==> config.mk <==
export PLATFORM = sky130hd
export DESIGN_NAME = tdm_demux
export DESIGN_NICKNAME = d
export VERILOG_FILES = /design/src/rtl/demux_pkg.sv /design/src/rtl/tdm_demux.sv
export SDC_FILE = /design/constraint.sdc
export NUM_CORES = 1
export LEC_CHECK = 0
export ABC_AREA = 1
export ABC_CLOCK_PERIOD_IN_PS = 1700
export CORE_AREA = 3 3 43 45
export CTS_CLUSTER_SIZE = 40
export DETAILED_ROUTE_END_ITERATION = 12
export DIE_AREA = 0 0 46 48
export DONT_BUFFER_PORTS = 1
export HOLD_SLACK_MARGIN = 0.03
export PLACE_DENSITY = 0.66
export SYNTH_ARGS = -nofsm -noshare
export SYNTH_HDL_FRONTEND = slang
export SYNTH_SLANG_ARGS = --single-unit
export TNS_END_PERCENT = 1
==> constraint.sdc <==
create_clock -name clk -period 1.7 [get_ports clk]
set_clock_uncertainty 0.2 [all_clocks]
set_input_delay 0.34 -clock clk [delete_from_list [all_inputs] [get_ports clk]]
set_output_delay 0.34 -clock clk [all_outputs]
set_load 0.1 [all_outputs]
==> src/rtl/demux_pkg.sv <==
// Shared definitions for the time-division demultiplexer: state encoding
// and the slot counter width helper.
package demux_pkg;

  typedef enum logic {
    IDLE = 1'b0,
    RUN  = 1'b1
  } state_t;

  // Slot counter width: clog2 of the channel count, never narrower than one bit.
  function automatic int slot_cnt_width(input int n);
    if (n <= 1) begin
      return 1;
    end else begin
      return $clog2(n);
    end
  endfunction

endpackage

==> src/rtl/tdm_demux.sv <==
// Time-division demultiplexer. Collects N_CH consecutive accepted samples,
// starting at a frame marker, into a staging register and presents the
// completed frame in parallel on dout with a one-cycle dout_valid pulse.
// A frame marker arriving mid-frame restarts collection and flags sync_err.
module tdm_demux #(
  parameter int DATA_W = 2,
  parameter int N_CH   = 4
) (
  input  logic                     clk,
  input  logic                     rst,
  input  logic [DATA_W-1:0]        din,
  input  logic                     din_valid,
  input  logic                     frame_start,
  output logic [N_CH*DATA_W-1:0]   dout,
  output logic                     dout_valid,
  output logic                     busy,
  output logic                     sync_err
);

  import demux_pkg::*;

  localparam int                 CNT_W     = slot_cnt_width(N_CH);
  localparam int                 FRAME_W   = N_CH * DATA_W;
  localparam logic [CNT_W-1:0]   LAST_SLOT = CNT_W'(N_CH - 1);

  state_t              state_r, state_s;
  logic [CNT_W-1:0]    slot_cnt_r, slot_cnt_s;
  logic [FRAME_W-1:0]  staging_r, staging_s;
  logic [FRAME_W-1:0]  dout_r, dout_s;
  logic [FRAME_W-1:0]  frame_s;
  logic                dout_valid_r, dout_valid_s;
  logic                busy_r;
  logic                sync_err_r, sync_err_s;

  // Next-state logic: slot collection, resync handling and frame completion.
  always_comb begin
    state_s      = state_r;
    slot_cnt_s   = slot_cnt_r;
    staging_s    = staging_r;
    dout_s       = dout_r;
    dout_valid_s = 1'b0;
    sync_err_s   = 1'b0;
    // Completed frame: staged slots with the final slot taken straight from din.
    frame_s      = staging_r;
    frame_s[(N_CH-1)*DATA_W +: DATA_W] = din;

    if (din_valid) begin
      case (state_r)
        IDLE: begin
          if (frame_start) begin
            if (N_CH == 1) begin
              dout_s       = frame_s;
              dout_valid_s = 1'b1;
            end else begin
              staging_s[DATA_W-1:0] = din;
              slot_cnt_s            = CNT_W'(1);
              state_s               = RUN;
            end
          end else begin
            // Samples outside a frame are dropped silently.
            state_s = IDLE;
          end
        end
        RUN: begin
          if (frame_start) begin
            // Resync: abandon the partial frame and restart at slot 0.
            staging_s[DATA_W-1:0] = din;
            slot_cnt_s            = CNT_W'(1);
            sync_err_s            = 1'b1;
          end else if (slot_cnt_r == LAST_SLOT) begin
            dout_s       = frame_s;
            dout_valid_s = 1'b1;
            slot_cnt_s   = {CNT_W{1'b0}};
            state_s      = IDLE;
          end else begin
            for (int k = 0; k < N_CH; k++) begin
              if (slot_cnt_r == CNT_W'(k)) begin
                staging_s[k*DATA_W +: DATA_W] = din;
              end else begin
                staging_s[k*DATA_W +: DATA_W] = staging_r[k*DATA_W +: DATA_W];
              end
            end
            slot_cnt_s = slot_cnt_r + CNT_W'(1);
          end
        end
        default: begin
          state_s    = IDLE;
          slot_cnt_s = {CNT_W{1'b0}};
        end
      endcase
    end else begin
      // No accepted sample: all state holds, strobes stay low.
      dout_valid_s = 1'b0;
    end
  end

  // State, staging and output registers with synchronous reset.
  always_ff @(posedge clk) begin
    if (rst) begin
      state_r      <= IDLE;
      slot_cnt_r   <= {CNT_W{1'b0}};
      staging_r    <= {FRAME_W{1'b0}};
      dout_r       <= {FRAME_W{1'b0}};
      dout_valid_r <= 1'b0;
      busy_r       <= 1'b0;
      sync_err_r   <= 1'b0;
    end else begin
      state_r      <= state_s;
      slot_cnt_r   <= slot_cnt_s;
      staging_r    <= staging_s;
      dout_r       <= dout_s;
      dout_valid_r <= dout_valid_s;
      busy_r       <= (state_s == RUN);
      sync_err_r   <= sync_err_s;
    end
  end

  assign dout       = dout_r;
  assign dout_valid = dout_valid_r;
  assign busy       = busy_r;
  assign sync_err   = sync_err_r;

endmodule

# Word level (Yosys, flattened, before mapping)
# Cells that the tools add are included.
[word_totals]
input_bits = 6
out_inout_bits = 11
wordCells = 41
reg_bits = 19
[classes]
n_mux = 14
eq_ne = 6
reduce_logical = 8
n_bitwise = 4
n_addsub = 1
[ops]
columns = ["operator", "n"]
rows = [
  ["$mux W2", 7],
  ["$reduce_and A5 Y1", 2],
  ["$pmux W2 S2", 2],
  ["$reduce_and A4 Y1", 2],
  ["$eq A2 B2 Y1 const B", 2],
  ["$mux W1", 4],
  ["$not A1 Y1", 4],
  ["$reduce_or A4 Y1", 1],
  ["$ne A3 B2 Y1 const B", 1],
  ["$ne A3 B3 Y1 const B", 1],
  ["$reduce_or A3 Y1", 1],
  ["$add A2 B1 Y2 const B", 1],
  ["$eq A2 B1 Y1 const B", 1],
  ["$logic_not A2 Y1", 1],
  ["$ne A2 B2 Y1 const B", 1],
  ["$pmux W1 S2", 1],
  ["$reduce_and A2 Y1", 1],
]

# Depth between registers and ports, before layout
# Gate-level depths: netlist of run 1.
[depth]
word_depth = 5
mapped_depth = 8
mapped_depth_nobuf = 8

# Worst setup path before layout of run 1
# Ideal clock, no wire load.
[synth_path]
path_kind = "register -> register"
from = "register busy (netlist name)"
to = "register dout_r[0] (netlist: dout[0])"
t_required_ns = 1.435
arrival_ns = 1.627
setup_ns = 0.065
stages_incl_launch_ff = 5
setup_slack_ns = -0.192
n_path_buf = 0
period_less_slack_ns = 1.892
cell_sequence = "dfxtp_1 -> nand4_4 -> clkinv_2 -> nor2_1 -> nor2_1"
[synth_lines]
columns = ["item", "line_no", "rtl"]
rows = [
  ["end signal, assigned", "tdm_demux.sv:103", "dout_r <= {FRAME_W{1'b0}};"],
  ["end signal, assigned", "tdm_demux.sv:111", "dout_r <= dout_s;"],
  ["end, declared", "tdm_demux.sv:29", "logic [FRAME_W-1:0] dout_r, dout_s;"],
]

# Worst setup path in the final report of run 1
[layout_path]
from = "register busy_r (netlist: busy)"
to = "output port busy"
[layout_lines]
columns = ["item", "line_no", "rtl"]
rows = [
  ["start, declared", "tdm_demux.sv:32", "logic busy_r;"],
  ["start signal, assigned", "tdm_demux.sv:113", "busy_r <= (state_s == RUN);"],
  ["end, declared", "tdm_demux.sv:16", "output logic busy,"],
]
# No word-level cell between the ends.

==> results.rst, run 1 <==
.. list-table::
   :header-rows: 1

   * - Metric
     - Value
   * - Outcome
     - finished, final reports clean
   * - Sw Pwr
     - 0.188 mW
   * - Global placement routability congestion
     - 0.752
   * - Netlist area before placement
     - between 800 and 900 sq um
   * - Critical-path cell with the highest stage delay
     - dfxtp_2
   * - Number of antenna violations at the first check in global routing
     - 0
   * - Category of the worst setup path capture point
     - primary output
   * - Starting density of the core
     - 0.532
   * - Post-CTS setup buffers
     - 0
   * - Floorplan die area
     - 0.00221 sq mm
   * - Pin count of the biggest net entering global routing
     - 15
   * - Overflow after GRT
     - 0
   * - Worst VDD drop
     - 0.507 mV
   * - Fraction of final layout cells sized beyond drive strength 1
     - 0.185
   * - Sum of net half-perimeters after detailed placement
     - 1110 um
   * - Count of routing violations after the opening detailed-route iteration
     - 8
   * - Worst-Skew Late Latency
     - slightly below 0.3 ns
   * - Peak fanout along the critical path
     - 4
   * - Leading cell type in the layout, fill and taps excluded
     - nor2_1
   * - Die Ht
     - ~48 um
   * - Max-capacitance violation count
     - 0
   * - Highest-count cells in the layout ignoring fill and taps
     - 31 x nor2_1, 18 x dfxtp_1, 13 x nand2_1
   * - CTS Root Buffer Type
     - clkbuf_4
   * - Depth of the CTS H-tree
     - 1
   * - Part of the power in registers
     - 0.607
   * - Remaining max-slew budget at the tightest pin
     - 0.766
   * - Post-placement worst setup slack
     - 0.263 ns
   * - Via count of the first global-routing pass
     - 590
   * - Final count of pins violating max slew
     - 0
   * - Cell count after synthesis
     - around 110
   * - Sequential element share of the synthesized area
     - 0.475
   * - Highest attainable clock frequency
     - between 0.6 and 0.7 GHz
   * - Post-synth cell types
     - 15
   * - Total number of placement rows
     - 14
   * - Final setup margin
     - 0.181 ns
   * - Post-Route Utilization
     - 0.648
   * - DRT antenna net count
     - 0
   * - Family of cells with the greatest summed delay on the critical path
     - flip-flops
   * - Detail-routed net length per standard cell
     - 10.4 um
   * - Number of buffers and inverters on the critical path
     - 1
   * - Combinational share of power
     - 0.104
   * - Overall global routing resource usage
     - 0.150
   * - Minimum clock period
     - between 1.5 and 2 ns
   * - RSZ-0062 raised after global routing
     - no
   * - Delay of the slowest critical-path stage
     - roughly 0.4 ns
   * - Cells along the critical path
     - buf_4
   * - Vias post-DR
     - a little under 700
   * - Final hold violation count
     - 0
   * - Type of origin of the critical path
     - flip-flop
   * - Final Routed Wirelength
     - around 1500 um
   * - Worst endpoint data arrival time
     - a little under 1 ns
   * - Final setup violating endpoints
     - 0
   * - Worst Path Class, Setup
     - reg2out
   * - Net count after synthesis
     - 115
   * - Mean instance size in the synthesized netlist
     - ~7.6 sq um
   * - Num CTS Buffers
     - 3
   * - Tightest Pin Transition
     - between 0.3 and 0.4 ns
   * - Number of buffers added on ports
     - 0
   * - Core area
     - roughly 0.0015 sq mm
   * - Avg Vias per Cell
     - 4.83
   * - Power density relative to cell area
     - 779 mW/mm^2
   * - I/O pin cnt
     - 17
   * - Sinks on the clock net
     - 19
   * - Wire length of the first global-routing pass
     - 2350 um
   * - Synth-to-layout area growth
     - 21.9%
   * - #FFs+latches synth
     - 19
   * - Clk slew on worst S/H paths
     - about 0.1 ns
   * - Maximum buffer depth of the clock tree
     - 2
   * - Required time reported for the critical path endpoint
     - 1.16 ns
   * - Internal portion of total power
     - 0.572 mW
   * - Leakage power total
     - 0.457 nW
   * - Syn. warnings
     - 0
   * - CTS tree
     - yes
   * - Fraction of the cycle the final worst path needs
     - 0.894
   * - Width of the die
     - 46 um
   * - Classification of the worst-slack hold path
     - in2reg
   * - Reg-to-reg slack, setup
     - 0.25 ns
   * - DRC violation count after routing
     - 0
   * - Layout Nets
     - 135
   * - Clock group share of total power
     - 0.289
   * - Diode insertion count for antenna repair
     - 0
   * - Switching fraction of total power
     - 0.247
   * - Hold WS
     - 0.0825 ns
   * - Router iterations before antenna repair
     - 4
   * - Setup TNS Final
     - 0 ns
==> cells in the mapped netlist, drive strengths merged <==
cell,count,area [sq um]
nor3,2,10.0
inv,11,41.3
nand2,15,61.3
dfxtp,19,380
buf,1,5.00
o21ai,9,45.0
nand4,1,21.3
nor2,31,116
a21oi,4,20.0
nand3,6,40.0
clkinv,2,10.0
ha,4,50.1
==> cells by family after synthesis <==
logic type | after synthesis | synth area share
DFF | 19 | 0.475
and+or+nand+nor | 55 | 0.311
AOI/OAI and AO/OA | 13 | 0.0812
adders and majority gates | 4 | 0.0625
buffers and inverters | 14 | 0.0703
==> metal layers <==
layer	routed length, um	part of all wire	GRT usage
met3	63	0.043	0.0338
met2	689	0.47	0.245
met5	0	0	0
met1	676	0.47	0.174
met4	23	0.016	0.102
==> power by group through the flow <==
stage                     Clock [mW]  Combinational (mW)  Sequential (mW)
after floorplan                    0              0.0402            0.485
after global placement             0              0.0639            0.471
after detailed placement           0              0.0655            0.472
after CTS                      0.229              0.0797            0.461
after global routing           0.253              0.0880            0.463
final                          0.220              0.0794            0.461
==> flip-flops by register name, summed over array words and instances, names as in the netlist <==
register	count
busy	1
dout	8
dout_valid	1
slot_cnt_r	2
staging_r	6
sync_err	1
==> cell type report <==
type	instances	area (sq um)
fillers	155	531
flip-flops and latches	19	382
multi-input cells	72	364
repair buffers	16	133
inverters	13	51.3
clock buffers	4	26.3
well taps	16	20.0
==> per-stage QoR <==
stage / cell area [sq um] / cells / total power [mW]
after floorplan: 802 / 105 / 0.526
after CTS: 976 / 140 / 0.770
after detailed placement: 900 / 131 / 0.537
after global routing: 976 / 140 / 0.803
after global placement: 900 / 131 / 0.535
final: 976 / 140 / 0.761
==> path summary, 6_finish.rpt <==
path | from | to | cells past startpoint
worst max-delay path | busy | busy | 1
worst min-delay path | din_valid | dout_valid | 2
worst max register to register | slot_cnt_r[0] | staging_r[4] | 6
worst min register to register | dout[2] | dout[2] | 2
==> timing repair <==
action	CTS	global route
hold endpoints to repair	13	0
gates resized for setup	0	0
hold buffers	5	0
(Power assumes the default switching activity.)
==> inputs of run 2 (changes only) <==
Settings changed: REMOVE_ABC_BUFFERS from default to 1.
==> run 2 against run 1 <==
Compared with the run above: flip-flop and latch count unchanged; design area down 0.13%; cell count did not move; critical endpoint unchanged; critical path depth unchanged; clock power about the same; power fell by 0.12%; via count shrank 2.4%; maximum frequency decreased by 5.2%; worst hold slack worse by 0.013 ns; die area is the same; global-route usage rose by 1.3 points; setup slack got worse by 0.083 ns.
==> results.rst, run 2 (synthesized netlist as in run 1, its figures left out) <==
.. list-table::
   :header-rows: 1

   * - Metric
     - Value
   * - Depth of the CTS H-tree
     - 1 (unchanged)
   * - I/O pin cnt
     - 17 (unchanged)
   * - Number of antenna violations at the first check in global routing
     - 0 (unchanged)
   * - Max FFs per register
     - 8 (unchanged)
   * - Post-cts sizing count
     - 0 (unchanged)
   * - Leakage power total
     - 0.456 nW (was 0.457 nW)
   * - Wire length of the first global-routing pass
     - 2460 um (was 2350 um)
   * - Overall global routing resource usage
     - 0.163 (was 0.150)
   * - Sinks on the clock net
     - 19 (unchanged)
   * - Sum of net half-perimeters after detailed placement
     - 1140 um (was 1110 um)
   * - Pin count of the biggest net entering global routing
     - 15 (unchanged)
   * - Tightest Pin Transition
     - 0.365 ns (was 0.351 ns)
   * - Core area
     - 0.00151 sq mm (unchanged)
   * - Highest attainable clock frequency
     - 0.624 GHz (was 0.658 GHz)
   * - Max-capacitance violation count
     - 0 (unchanged)
   * - Starting density of the core
     - 0.532 (unchanged)
   * - Router iterations before antenna repair
     - 4 (unchanged)
   * - Outcome
     - finished, final reports clean (unchanged)
   * - Num CTS Buffers
     - 3 (unchanged)
   * - Post-Route Utilization
     - 0.647 (was 0.648)
   * - Delay of the slowest critical-path stage
     - 0.43 ns (was 0.39 ns)
   * - Worst setup path startpoint
     - busy (unchanged)
   * - Worst Path Class, Setup
     - reg2out (unchanged)
   * - Setup TNS Final
     - 0 ns (unchanged)
   * - Vias post-DR
     - 660 (was 676)
   * - Remaining max-slew budget at the tightest pin
     - 0.756 (was 0.766)
   * - CTS tree
     - yes (unchanged)
   * - Floorplan die area
     - 0.00221 sq mm (unchanged)
   * - Via count of the first global-routing pass
     - 604 (was 590)
   * - Post-CTS setup buffers
     - 0 (unchanged)
   * - Critical-path cell with the highest stage delay
     - dfxtp_1 (was dfxtp_2)
   * - Detail-routed net length per standard cell
     - 11.0 um (was 10.4 um)
   * - FF-to-FF Start
     - slot_cnt_r[0] (unchanged)
   * - Category of the worst setup path capture point
     - primary output (unchanged)
   * - Number of buffers and inverters on the critical path
     - 1 (unchanged)
   * - Final setup violating endpoints
     - 0 (unchanged)
   * - Minimum clock period
     - 1.60 ns (was 1.52 ns)
   * - Total number of placement rows
     - 14 (unchanged)
   * - Quantity of hold-fixing buffers added after cts
     - 5 (unchanged)
   * - Maximum buffer depth of the clock tree
     - 2 (unchanged)
   * - Family of cells with the greatest summed delay on the critical path
     - flip-flops (unchanged)
   * - Overflow after GRT
     - 0 (unchanged)
   * - Diode insertion count for antenna repair
     - 0 (unchanged)
   * - DRT antenna net count
     - 0 (unchanged)
   * - Worst endpoint data arrival time
     - 1.06 ns (was 0.98 ns)
   * - Highest-count cells in the layout ignoring fill and taps
     - 31 x nor2_1, 19 x dfxtp_1, 13 x nand2_1 (was 31 x nor2_1, 18 x dfxtp_1, 13 x nand2_1)
   * - Leading cell type in the layout, fill and taps excluded
     - nor2_1 (unchanged)
   * - Placed Cells
     - 131 (unchanged)
   * - Final count of pins violating max slew
     - 0 (unchanged)
   * - Worst-Skew Late Latency
     - 0.29 ns (about the same)
   * - Global placement routability congestion
     - 0.771 (was 0.752)
   * - Cell area reported after detailed placement
     - 898 sq um (was 900 sq um)
   * - Total met3 wirelength after detailed routing
     - 98 um (was 63 um)
   * - Count of routing violations after the opening detailed-route iteration
     - 6 (was 8)
   * - CTS Root Buffer Type
     - clkbuf_4 (unchanged)
   * - RSZ-0062 raised after global routing
     - no (unchanged)
   * - Worst VDD drop
     - 0.442 mV (was 0.507 mV)
   * - Final hold violation count
     - 0 (unchanged)
   * - Routed length on met1
     - 757 um (was 676 um)
   * - Number of buffers added on ports
     - 0 (unchanged)
   * - Clk slew on worst S/H paths
     - 0.10 ns (about the same)
   * - Fraction of final layout cells sized beyond drive strength 1
     - 0.177 (was 0.185)
   * - DR top layer
     - met4 (unchanged)
   * - Width of the die
     - 46 um (unchanged)
   * - Classification of the worst-slack hold path
     - in2reg (unchanged)
   * - Layout Nets
     - 135 (unchanged)
   * - Peak fanout along the critical path
     - 3 (was 4)
   * - Final Routed Wirelength
     - 1550 um (was 1450 um)
   * - Hold WS
     - 0.0697 ns (was 0.0825 ns)
   * - WL met2
     - 660 um (was 689 um)
   * - Required time reported for the critical path endpoint
     - 1.16 ns (about the same)
   * - Post-Layout Inst Area
     - 975 sq um (was 976 sq um)
   * - Avg Vias per Cell
     - 4.71 (was 4.83)
   * - Start point of the worst hold path
     - din_valid (unchanged)
   * - Cells along the critical path
     - buf_4 (unchanged)
   * - Die Ht
     - 48 um (unchanged)
   * - Type of origin of the critical path
     - flip-flop (unchanged)
   * - Power density relative to cell area
     - 779 mW/mm^2 (about the same)
   * - DRC violation count after routing
     - 0 (unchanged)
   * - Synth-to-layout area growth
     - 21.7% (was 21.9%)
   * - Fraction of the cycle the final worst path needs
     - 0.942 (was 0.894)
   * - Non-filler instance count after layout
     - 140 (unchanged)
[run 2: cell types whose count changed in the layout (fill, tap and decap cells not counted)]
| cell | change |
|---|---|
| dfxtp_1 | +1 |
| dfxtp_2 | -1 |
[run 2: final timing paths]
check                to  cells past startpoint  slack (ns)
max                busy                      1         0.1
min          dout_valid                      2        0.07
max reg2reg     dout[6]                      5        0.25
min reg2reg     dout[4]                      2        0.29
[run 2: layout make-up]
class                           count  area [sq um]
Tap cell                           16          20.0
Timing Repair Buffer               16           133
Sequential cell                    19           380
Fill cell                         138           532
Inverter                           13          51.3
Clock buffer                        4          26.3
Multi-Input combinational cell     72           364
[run 2: per-layer routing]
metal  track usage  vias to the layer above
li1              -                      365
met1         0.195                      276
met2         0.242                       14
met3        0.0714                        5
met4        0.0966                        0
met5             0                        -
[run 2: through the flow]
| stage | power, mW | worst slack [ns] |
|---|---|---|
| final | 0.760 | 0.0982 |
| after floorplan | 0.524 | -0.192 |
| after global routing | 0.798 | 0.0499 |
| after CTS | 0.768 | 0.0843 |
| after global placement | 0.535 | 0.282 |
| after detailed placement | 0.536 | 0.255 |
[run 2: power breakdown]
group	internal [mW]	total, mW	switching (mW)
Combinational	0.0266	0.0792	0.0525
Sequential	0.454	0.461	0.00743
Clock	0.0914	0.219	0.128
